### src/rtl/pc_pkg.sv
// Shared types and constants for the program counter / trap unit.
// Latency: n/a (declarations only).
// Backpressure: n/a. Build option PC_COMPRESSED_EN selects 16-bit instruction alignment.
package pc_pkg;

   // Jump/branch code presented by the decoder each cycle
   typedef enum logic [2:0] {
      NONE = 3'd0,
      JAL  = 3'd1,
      JALR = 3'd2,
      BEQ  = 3'd3,
      BNE  = 3'd4,
      BLT  = 3'd5,
      BGE  = 3'd6,
      MRET = 3'd7
   } br_type_t;

   // Trap controller states
   typedef enum logic [1:0] {
      RUN  = 2'd0,
      TRAP = 2'd1,
      HALT = 2'd2
   } state_t;

   // Values reported on the cause output
   localparam logic [1:0] CAUSE_MISALIGN = 2'd0;
   localparam logic [1:0] CAUSE_TRAP_REQ = 2'd1;

   // Sequential increments for full-width and compressed instructions
   localparam int unsigned INC_WORD = 4;
   localparam int unsigned INC_HALF = 2;

`ifdef PC_COMPRESSED_EN
   // Compressed instructions only require halfword alignment
   localparam logic [1:0] ALIGN = 2'b01;
`else
   localparam logic [1:0] ALIGN = 2'b11;
`endif

endpackage

### src/rtl/pc_trap_unit_branch_resolve.sv
// Resolves branch direction, next pc and target misalignment from the current pc.
// Latency: purely combinational, zero cycles.
// Backpressure: none; the caller decides whether the result is committed.
module branch_resolve
   import pc_pkg::*;
#(
   parameter int XLEN = 32
) (
   input  logic [XLEN-1:0] i_pc,
   input  br_type_t        i_branch_type,
   input  logic [XLEN-1:0] i_pc_offset,
   input  logic [XLEN-1:0] i_target_pc,
   input  logic            i_alu_zero,
   input  logic            i_alu_neg,
   input  logic [XLEN-1:0] i_inc,
   output logic [XLEN-1:0] o_next_pc,
   output logic            o_misaligned
);

   logic            w_taken;
   logic [XLEN-1:0] w_target;

   // Branch condition and taken target; JALR clears bit 0 of the absolute target
   always_comb begin
      w_taken  = 1'b0;
      w_target = i_pc + i_pc_offset;
      case (i_branch_type)
         JAL:  w_taken = 1'b1;
         JALR: begin
            w_taken  = 1'b1;
            w_target = {i_target_pc[XLEN-1:1], 1'b0};
         end
         BEQ:  w_taken = i_alu_zero;
         BNE:  w_taken = ~i_alu_zero;
         BLT:  w_taken = i_alu_neg;
         BGE:  w_taken = ~i_alu_neg;
         default: w_taken = 1'b0;   // NONE and MRET fall through sequentially
      endcase
   end

   // Select the taken target or the sequential successor, flag bad alignment
   always_comb begin
      o_next_pc    = w_taken ? w_target : (i_pc + i_inc);
      o_misaligned = w_taken && ((w_target[1:0] & ALIGN) != 2'b00);
   end

endmodule

### src/rtl/pc_trap_unit.sv
// Program counter with trap entry/return and double-fault halt.
// Latency: one edge from inputs to pc/epc/cause/state; return_pc is combinational.
// Backpressure: stay=1 freezes every register; no trap is queued. Option macro: PC_COMPRESSED_EN.
module pc_trap_unit
   import pc_pkg::*;
#(
   parameter int              XLEN      = 32,
   parameter logic [XLEN-1:0] RESET_VEC = 32'h0000_0000,
   parameter logic [XLEN-1:0] TRAP_VEC  = 32'h0000_0100
) (
   input  logic            clk,
   input  logic            rstn,
   input  logic            stay,
   input  br_type_t        branch_type,
   input  logic [XLEN-1:0] pc_offset,
   input  logic [XLEN-1:0] target_pc,
   input  logic            alu_zero,
   input  logic            alu_neg,
   input  logic            trap_req,
`ifdef PC_COMPRESSED_EN
   input  logic            is_compressed,
`endif
   output logic [XLEN-1:0] pc,
   output logic [XLEN-1:0] return_pc,
   output logic [XLEN-1:0] epc,
   output logic [1:0]      cause,
   output logic            in_trap,
   output logic            halted
);

   logic [XLEN-1:0] r_pc;
   logic [XLEN-1:0] r_epc;
   logic [1:0]      r_cause;
   state_t          r_state;
   logic            r_in_trap;
   logic            r_halted;

   logic [XLEN-1:0] w_inc;
   logic [XLEN-1:0] w_next_pc;
   logic            w_misaligned;

   // Increment of the instruction currently at pc
`ifdef PC_COMPRESSED_EN
   assign w_inc = is_compressed ? XLEN'(INC_HALF) : XLEN'(INC_WORD);
`else
   assign w_inc = XLEN'(INC_WORD);
`endif

   branch_resolve #(
      .XLEN (XLEN)
   ) u_branch_resolve (
      .i_pc          (r_pc),
      .i_branch_type (branch_type),
      .i_pc_offset   (pc_offset),
      .i_target_pc   (target_pc),
      .i_alu_zero    (alu_zero),
      .i_alu_neg     (alu_neg),
      .i_inc         (w_inc),
      .o_next_pc     (w_next_pc),
      .o_misaligned  (w_misaligned)
   );

   // Trap FSM: RUN takes the first fault, a second fault in TRAP halts, MRET returns
   always_ff @(posedge clk or negedge rstn) begin
      if (!rstn) begin
         r_pc      <= RESET_VEC;
         r_epc     <= '0;
         r_cause   <= CAUSE_MISALIGN;
         r_state   <= RUN;
         r_in_trap <= 1'b0;
         r_halted  <= 1'b0;
      end else if (!stay) begin
         case (r_state)
            RUN: begin
               if (trap_req || w_misaligned) begin
                  r_epc     <= r_pc;
                  r_cause   <= trap_req ? CAUSE_TRAP_REQ : CAUSE_MISALIGN;
                  r_pc      <= TRAP_VEC;
                  r_state   <= TRAP;
                  r_in_trap <= 1'b1;
               end else begin
                  // MRET outside a handler resolves as not-taken, i.e. like NONE
                  r_pc <= w_next_pc;
               end
            end
            TRAP: begin
               if (trap_req || w_misaligned) begin
                  // Double fault: keep pc/epc/cause as evidence and freeze
                  r_state   <= HALT;
                  r_in_trap <= 1'b0;
                  r_halted  <= 1'b1;
               end else if (branch_type == MRET) begin
                  r_pc      <= r_epc + w_inc;
                  r_state   <= RUN;
                  r_in_trap <= 1'b0;
               end else begin
                  r_pc <= w_next_pc;
               end
            end
            HALT: begin
               r_halted <= 1'b1;   // only reset leaves HALT
            end
            default: begin
               r_state   <= RUN;
               r_in_trap <= 1'b0;
               r_halted  <= 1'b0;
            end
         endcase
      end
   end

   assign pc        = r_pc;
   assign return_pc = r_pc + w_inc;
   assign epc       = r_epc;
   assign cause     = r_cause;
   assign in_trap   = r_in_trap;
   assign halted    = r_halted;

endmodule

### config.mk
export PLATFORM = sky130hd
export DESIGN_NAME = pc_trap_unit
export DESIGN_NICKNAME = d
export VERILOG_FILES = /design/src/rtl/pc_pkg.sv /design/src/rtl/pc_trap_unit_branch_resolve.sv /design/src/rtl/pc_trap_unit.sv
export SDC_FILE = /design/constraint.sdc
export NUM_CORES = 1
export LEC_CHECK = 0
export BUFFER_PORTS_ARGS = -buffer_cell sky130_fd_sc_hd__buf_2
export CAP_MARGIN = 40
export CORE_ASPECT_RATIO = 1.1
export CORE_UTILIZATION = 57
export CTS_CLUSTER_SIZE = 40
export DETAILED_ROUTE_END_ITERATION = 12
export PLACE_DENSITY_LB_ADDON = 0.2
export SYNTH_ARGS = -nofsm -noshare
export SYNTH_HDL_FRONTEND = slang
export SYNTH_SLANG_ARGS = --single-unit
### constraint.sdc
create_clock -name clk -period 5.78 [get_ports clk]
set_input_delay 1.156 -clock clk [delete_from_list [all_inputs] [get_ports clk]]
set_output_delay 1.156 -clock clk [all_outputs]
set_load 0.1 [all_outputs]
==> run_results.csv, run 1 <==
group,metric,value,unit
global_routing,antenna_found_initial,1,
clock_tree,cts_tree,"built",
finish,multi_input_area,4382,sq um
die,rows,39,
die,start_util,59.66,%
global_routing,grt_max_degree,40,
clock_tree,clk_pin_slew,0.05,ns
clock_tree,numCtsBuffers,9,
finish,mostFrequentLayoutCell,"buf_2",
clock_tree,htreeDepth,3,
global_routing,use_met1,45.43,%
finish,area_growth,18.92,%
setup_path,cp_max_fo,8,
setup_path,timing.critical_path.buf_inv,2,
run,drv_cap,0,
setup_path,crit_path_start_kind,"register",
sta,hold_ws,0.4989,ns
setup_path,crit_chain,"ha_1, nand2_1, nor3_2, inv_1, nor3_1, xor2_1, buf_2",
finish,stdcell_area,7478,sq um
clock_tree,clock-sinks,68,
sta,setup-tns-final,0,ns
setup_path,cp.arrival,2.97,ns
placed_design,hpwl,15430,microns
routing,first_pass_iters,5,
global_routing,met3_usage,6.102,%
routing,routedWlPerCell,19.85,microns
die,die_height,112.2,microns
setup_path,path_class,"reg2out",
routing,drcViolationCount,0,
finish,drive_gt1_share,27.36,%
sta,finalSetupViolCount,0,
sta,grt_setup_unrepaired,"false",
routing,via_per_inst,6.441,
clock_tree,cts_resized,0,
finish,layout_common_cells,"buf_2, nand2_1, dfrtp_1",
routing,drtIter0Drc,473,
worst_hold_path,hp-class,"reg2reg",
sta,max-slew-margin-rel,45.38,%
global_routing,grt_pass1_wl,32260,microns
routing,routed_wl,20700,microns
global_routing,grt_pass1_vias,6517,
global_routing,busiest_layer,"met2",
run_status,status,"completed",
die,die_w,102.1,microns
logic_synthesis,syn_area_per_cell,8.452,sq um
sta,period_minus_slack,4.130,ns
clock_tree,clock_path_buffers,2,
routing,final_antenna_net_count,0,
die,die-area,11460,sq um
sta,timing.fmax,242.2,MHz
logic_synthesis,synth_edf_count,0,
sta,drv_slew,0,
logic_synthesis,synth.ff_latch_count,68,
logic_synthesis,synth_top_area_cell,"dfrtp_1",
global_routing,overflow,0,
clock_tree,cts-root-buf,"clkbuf_16",
logic_synthesis,synth.area.top_cells,"dfrtp_1, ha_1, xnor2_1, mux2_2, nand2_1",
finish,regArea,1702,sq um
placed_design,portBuffers,170,
sta,worstMarginPinSlew,0.8174,ns
logic_synthesis,syn_inst,744,
placed_design,place_area,7242,sq um
logic_synthesis,synth.top_cell.area_share,27.06,%
logic_synthesis,synth_cell_type_count,73,
logic_synthesis,ys.warnings.count,0,
setup_path,critPathMaxStageDelay,0.59,ns
clock_tree,cts_setup_buffers,0,
logic_synthesis,syn-num-nets,854,
placed_design,globalplace.congestion,0.9050,
sta,post-route-period-util,71.45,%
setup_path,crit_required,4.62,ns
setup_path,crit_slowest_cell,"nor3_2",
setup_path,cp_top_family,"simple AND/OR/NAND/NOR gates",
global_routing,gr-usage-all-layers,36.53,%
logic_synthesis,synthArstFlopShare,100.0,%
finish,fillers,897,
sta,skew,0.006551,ns
logic_synthesis,seq_area_frac_synth,27.06,%
routing,routed-via-count,6718,
sta,hold_violations,0,
global_routing,gr-usage-met2,59.87,%
logic_synthesis,synthFlopType,"dfrtp_1",
setup_path,worstSetupEndpointType,"primary output",
clock_tree,clkLatencyLatePin,0.33,ns
die,io-pin-count,173,
die,core,10540,sq um
clock_tree,hold_buffers,0,
logic_synthesis,synth_area,6289,sq um
finish,fin_nets,1009,
-- kinds of logic (layout without fill, tap and decap cells) --
| kind of cell | Yosys count | after routing | share of synthesized area (%) |
|---|---|---|---|
| buffers and inverters | 48 | 203 | 3.442 |
| xor gates and xnor gates | 78 | 78 | 10.86 |
| AOI/OAI and AO/OA | 221 | 221 | 24.33 |
| other | 1 | 2 | 0.05963 |
| adders and majority gates | 37 | 37 | 7.481 |
| and+or+nand+nor | 255 | 255 | 20.37 |
| muxes | 36 | 36 | 6.387 |
| DFF | 68 | 68 | 27.06 |
-- metal layers --
metal	routed length, microns	up-vias
li1	-	3074
met2	9792	392
met1	8263	3170
met4	840	0
met5	0	-
met3	1806	82
-- layout make-up --
type / instances / share of cell area, %
multi-input combinational: 628 / 58.59
sequential: 68 / 22.75
timing repair buffer: 179 / 12.45
clock buffer: 10 / 3.062
tap: 143 / 2.393
inverter: 13 / 0.6525
clock inverter: 1 / 0.06692
antenna: 1 / 0.03346
-- registers in the layout, summed over array words and instances (netlist names) --
register,count
epc,32
pc,32
cause,1
halted,1
in_trap,1
r_state,1
-- synthesized netlist by cell type (4+ instances only) --
library cell  instances
inv_1                13
a21o_1               24
nand2_1              78
a21oi_1              51
nor2b_1               9
nor2_1               52
and4_1               10
or2_2                 4
a22oi_1               5
or3_1                 4
xor2_1               32
a31oi_1               7
o21ai_1               6
o21ai_0              38
and3_1                9
and2_1                5
o21a_1                7
nor3_1               14
buf_2                 6
o211ai_1             14
o22ai_1               4
nand4_1              22
a211oi_1              7
o21bai_1              5
dfrtp_1              68
mux2_2               33
a221o_1               5
nand3_1              32
ha_1                 36
clkbuf_1             21
o31ai_1               4
xnor2_1              46
a21boi_0              4
o221ai_1              9
-- per-stage QoR --
| stage | worst slack [ns] | utilization, % | instances |
|---|---|---|---|
| floorplan | 0.9542 | - | 744 |
| global placement | 1.591 | 68.52 | 1030 |
| detailed placement | 1.508 | 68.71 | 1031 |
| CTS | 1.711 | 70.93 | 1042 |
| global route | 1.546 | 70.93 | 1042 |
| finish | 1.650 | 70.95 | 1043 |
-- final timing paths --
path,startpoint,to,slack [ns],cells after the start
worst min register to register,halted$_DFFE_PN0P_,halted$_DFFE_PN0P_,0.50,1
worst min-delay path,halted$_DFFE_PN0P_,halted$_DFFE_PN0P_,0.50,1
max in group asynchronous,rstn,epc[26]$_DFFE_PN0P_,4.35,3
worst max-delay path,pc[2]$_DFFE_PN0P_,return_pc[30],1.65,7
min in group asynchronous,rstn,epc[7]$_DFFE_PN0P_,0.87,2
worst max register to register,pc[0]$_DFFE_PN0P_,pc[18]$_DFFE_PN0P_,2.24,9
Power of run 1 is not shown: default switching activity piles up to over one toggle a cycle in this logic, so the estimate is an artifact.
==> run 2: changes to the inputs <==
--- a/config.mk
+++ b/config.mk
@@ -5,10 +5,11 @@
 export SDC_FILE = /design/constraint.sdc
 export NUM_CORES = 1
 export LEC_CHECK = 0
+export ABC_AREA = 1
 export BUFFER_PORTS_ARGS = -buffer_cell sky130_fd_sc_hd__buf_2
 export CAP_MARGIN = 40
 export CORE_ASPECT_RATIO = 1.1
-export CORE_UTILIZATION = 57
+export CORE_UTILIZATION = 51
 export CTS_CLUSTER_SIZE = 40
 export DETAILED_ROUTE_END_ITERATION = 12
 export PLACE_DENSITY_LB_ADDON = 0.2
==> constraint.sdc (replaced) <==
create_clock -name clk -period 3.48 [get_ports clk]
set_input_delay 0.696 -clock clk [delete_from_list [all_inputs] [get_ports clk]]
set_output_delay 0.696 -clock clk [all_outputs]
set_load 0.1 [all_outputs]
==> run 2 against run 1 <==
Synthesized cell count increased by 70%. Non-clock buffer count increased by 13. Count of clock-buffer cells in the layout decreased by 1. Sequential share of layout area decreased by 4.0 points. Worst setup slack got worse by 1.5 ns. Utilization decreased by 8.2 points. Critical path depth unchanged. Clock skew increased by 0.0011 ns. Final area increased by 22%.
==> run_results.csv, run 2 <==
group,metric,value,unit
setup_path,cp_top_family,"simple AND/OR/NAND/NOR gates",
placed_design,globalplace.congestion,0.9495,
die,die_height,130.0,microns
setup_path,cp_max_fo,5,
global_routing,overflow,0,
logic_synthesis,synth_top_family_by_area,"simple AND/OR/NAND/NOR gates",
routing,first_pass_iters,7,
logic_synthesis,synth_edf_count,0,
logic_synthesis,synth-simple-area-share,41.34,%
logic_synthesis,synth.area.top_cells,"dfrtp_1, nand2_1, inv_1, nor2_1, ha_1",
routing,final_antenna_net_count,0,
sta,timing.fmax,299.9,MHz
power_and_ir_drop,power.leakage,4.851,nW
clock_tree,clock_path_buffers,2,
run_status,status,"completed",
clock_tree,cts_resized,0,
setup_path,crit_chain,"inv_1, nor3_1, nand2_1, nor3_1, xor2_1, inv_1, buf_2",
sta,grt_setup_unrepaired,"false",
power_and_ir_drop,finalPower,10.02,mW
setup_path,crit_required,2.78,ns
worst_hold_path,hp-class,"in2async",
logic_synthesis,syn_area_per_cell,6.012,sq um
setup_path,path_class,"reg2out",
placed_design,hpwl,23100,microns
sta,max-slew-margin-rel,49.93,%
clock_tree,cts_setup_buffers,0,
setup_path,worstSetupEndpointType,"primary output",
routing,drtIter0Drc,819,
logic_synthesis,synth_cell_type_count,54,
setup_path,reg2reg_from,"pc[19]$_DFFE_PN0P_",
placed_design,portBuffers,170,
logic_synthesis,synth_area,7600,sq um
logic_synthesis,synth_xor_area_share,5.170,%
clock_tree,clock-sinks,68,
sta,hold_ws,0.3975,ns
die,core,14500,sq um
clock_tree,clk_pin_slew,0.06,ns
clock_tree,htreeDepth,3,
die,io-pin-count,173,
logic_synthesis,synth_fa_ha_area_share,6.190,%
die,die-area,15390,sq um
power_and_ir_drop,vdd_ir_drop_max,1499,uV
die,rows,46,
setup_path,crit_path_start_kind,"register",
logic_synthesis,synthFlopType,"dfrtp_1",
logic_synthesis,synth.most_common_cell,"nand2_1",
setup_path,critPathMaxStageDelay,0.54,ns
global_routing,grt_pass1_wl,44250,microns
sta,drv_slew,0,
logic_synthesis,muxShareOfSynthArea,0.1482,%
run,drv_cap,0,
setup_path,worst-r2r-cell-count,11,
clock_tree,hold_buffers,0,
clock_tree,clkLatencyLatePin,0.34,ns
sta,finalSetupViolCount,0,
finish,diodes,0,
sta,skew,0.007643,ns
logic_synthesis,synthArstFlopShare,100.0,%
finish,layout_common_cells,"nand2_1, buf_2, inv_1",
routing,routed_wl,28880,microns
power_and_ir_drop,powerDensity,1101,nW/um^2
finish,mostFrequentLayoutCell,"nand2_1",
logic_synthesis,netlist_top_cells_count,"nand2_1, inv_1, nor2_1, nand3_1, o21ai_0",
clock_tree,cts_tree,"built",
sta,hold_violations,0,
finish,area_growth,19.67,%
clock_tree,cts-root-buf,"clkbuf_16",
global_routing,grt_pass1_vias,8211,
logic_synthesis,synth.ff_latch_count,68,
finish,fin_nets,1542,
sta,post-route-period-util,95.82,%
setup_path,timing.critical_path.buf_inv,3,
die,die_w,118.4,microns
global_routing,gr-usage-all-layers,37.95,%
logic_synthesis,synth.top_cell.area_share,22.39,%
setup_path,r2r_end,"pc[21]$_DFFE_PN0P_",
setup_path,crit_slowest_cell,"dfrtp_1",
clock_tree,numCtsBuffers,9,
sta,worstMarginPinSlew,0.7442,ns
logic_synthesis,ys.warnings.count,0,
routing,routed-via-count,9027,
logic_synthesis,synth_top_area_cell,"dfrtp_1",
global_routing,antenna_found_initial,0,
logic_synthesis,synth_compound_area_share,14.09,%
logic_synthesis,syn-num-nets,1374,
setup_path,reg2reg_slack,0.88,ns
sta,period_minus_slack,3.335,ns
logic_synthesis,syn_inst,1264,
logic_synthesis,seq_area_frac_synth,22.39,%
finish,drive_gt1_share,18.37,%
routing,drcViolationCount,0,
die,start_util,52.40,%
routing,via_per_inst,5.541,
routing,routedWlPerCell,17.73,microns
global_routing,grt_max_degree,42,
setup_path,cp.arrival,2.64,ns
run 2: how the worst max path moves through the flow:
stage / end / slack, ns / start / cells past startpoint
after floorplan: return_pc[19] / -0.03 / pc[2]$_DFFE_PN0P_ / 9
after global placement: pc[27]$_DFFE_PN0P_ / 0.57 / pc_offset[14] / 13
after detailed placement: return_pc[24] / 0.56 / pc[2]$_DFFE_PN0P_ / 9
after CTS: return_pc[24] / 0.19 / pc[2]$_DFFE_PN0P_ / 9
after global routing: return_pc[24] / 0.05 / pc[2]$_DFFE_PN0P_ / 9
final: return_pc[21] / 0.15 / pc[5]$_DFFE_PN0P_ / 7
run 2: through the flow:
step           utilization [%]  std cells  cell area [sq um]  setup TNS, ns  setup WS, ns
2_1_floorplan                -       1264               7690       -0.04746      -0.03140
3_3_place_gp             60.47       1613               8771              0        0.5666
3_5_place_dp             60.47       1613               8771              0        0.5622
4_1_cts                  62.71       1629               9095              0        0.1862
5_1_grt                  62.71       1629               9095              0       0.05221
6_report                 62.71       1629               9095              0        0.1454
run 2: routing by layer:
metal | part of all wire (%) | global-route usage, % | up-vias
li1 | - | - | 4423
met1 | 42 | 48.24 | 4133
met2 | 47 | 64.98 | 411
met3 | 7.5 | 5.944 | 60
met4 | 3.6 | 15.26 | 0
met5 | 0 | 0 | -
run 2: cell type report:
type                    instances  area (sq um)
clock buffers                   9         225.2
clock inverters                 7         98.84
fillers                      1516          5409
inverters                     163         624.3
multi-input cells             998          5171
flip-flops and latches         68          1707
well taps                     192         240.2
repair buffers                192          1028
run 2: power breakdown:
part	internal, mW	switching, mW
Combinational	1.48	5.90
Sequential	1.09	0.521
Clock	0.631	0.392
run 2: kinds of logic (layout without fill, tap and decap cells):
family                     Yosys count  after routing
and+or+nand+nor                    720            720
buffers and inverters              198            371
other                                1              1
adders and majority gates           37             37
AOI/OAI and AO/OA                  195            195
muxes                                1              1
xor gates and xnor gates            44             44
DFF                                 68             68
Power figures use the tool's default switching activity.
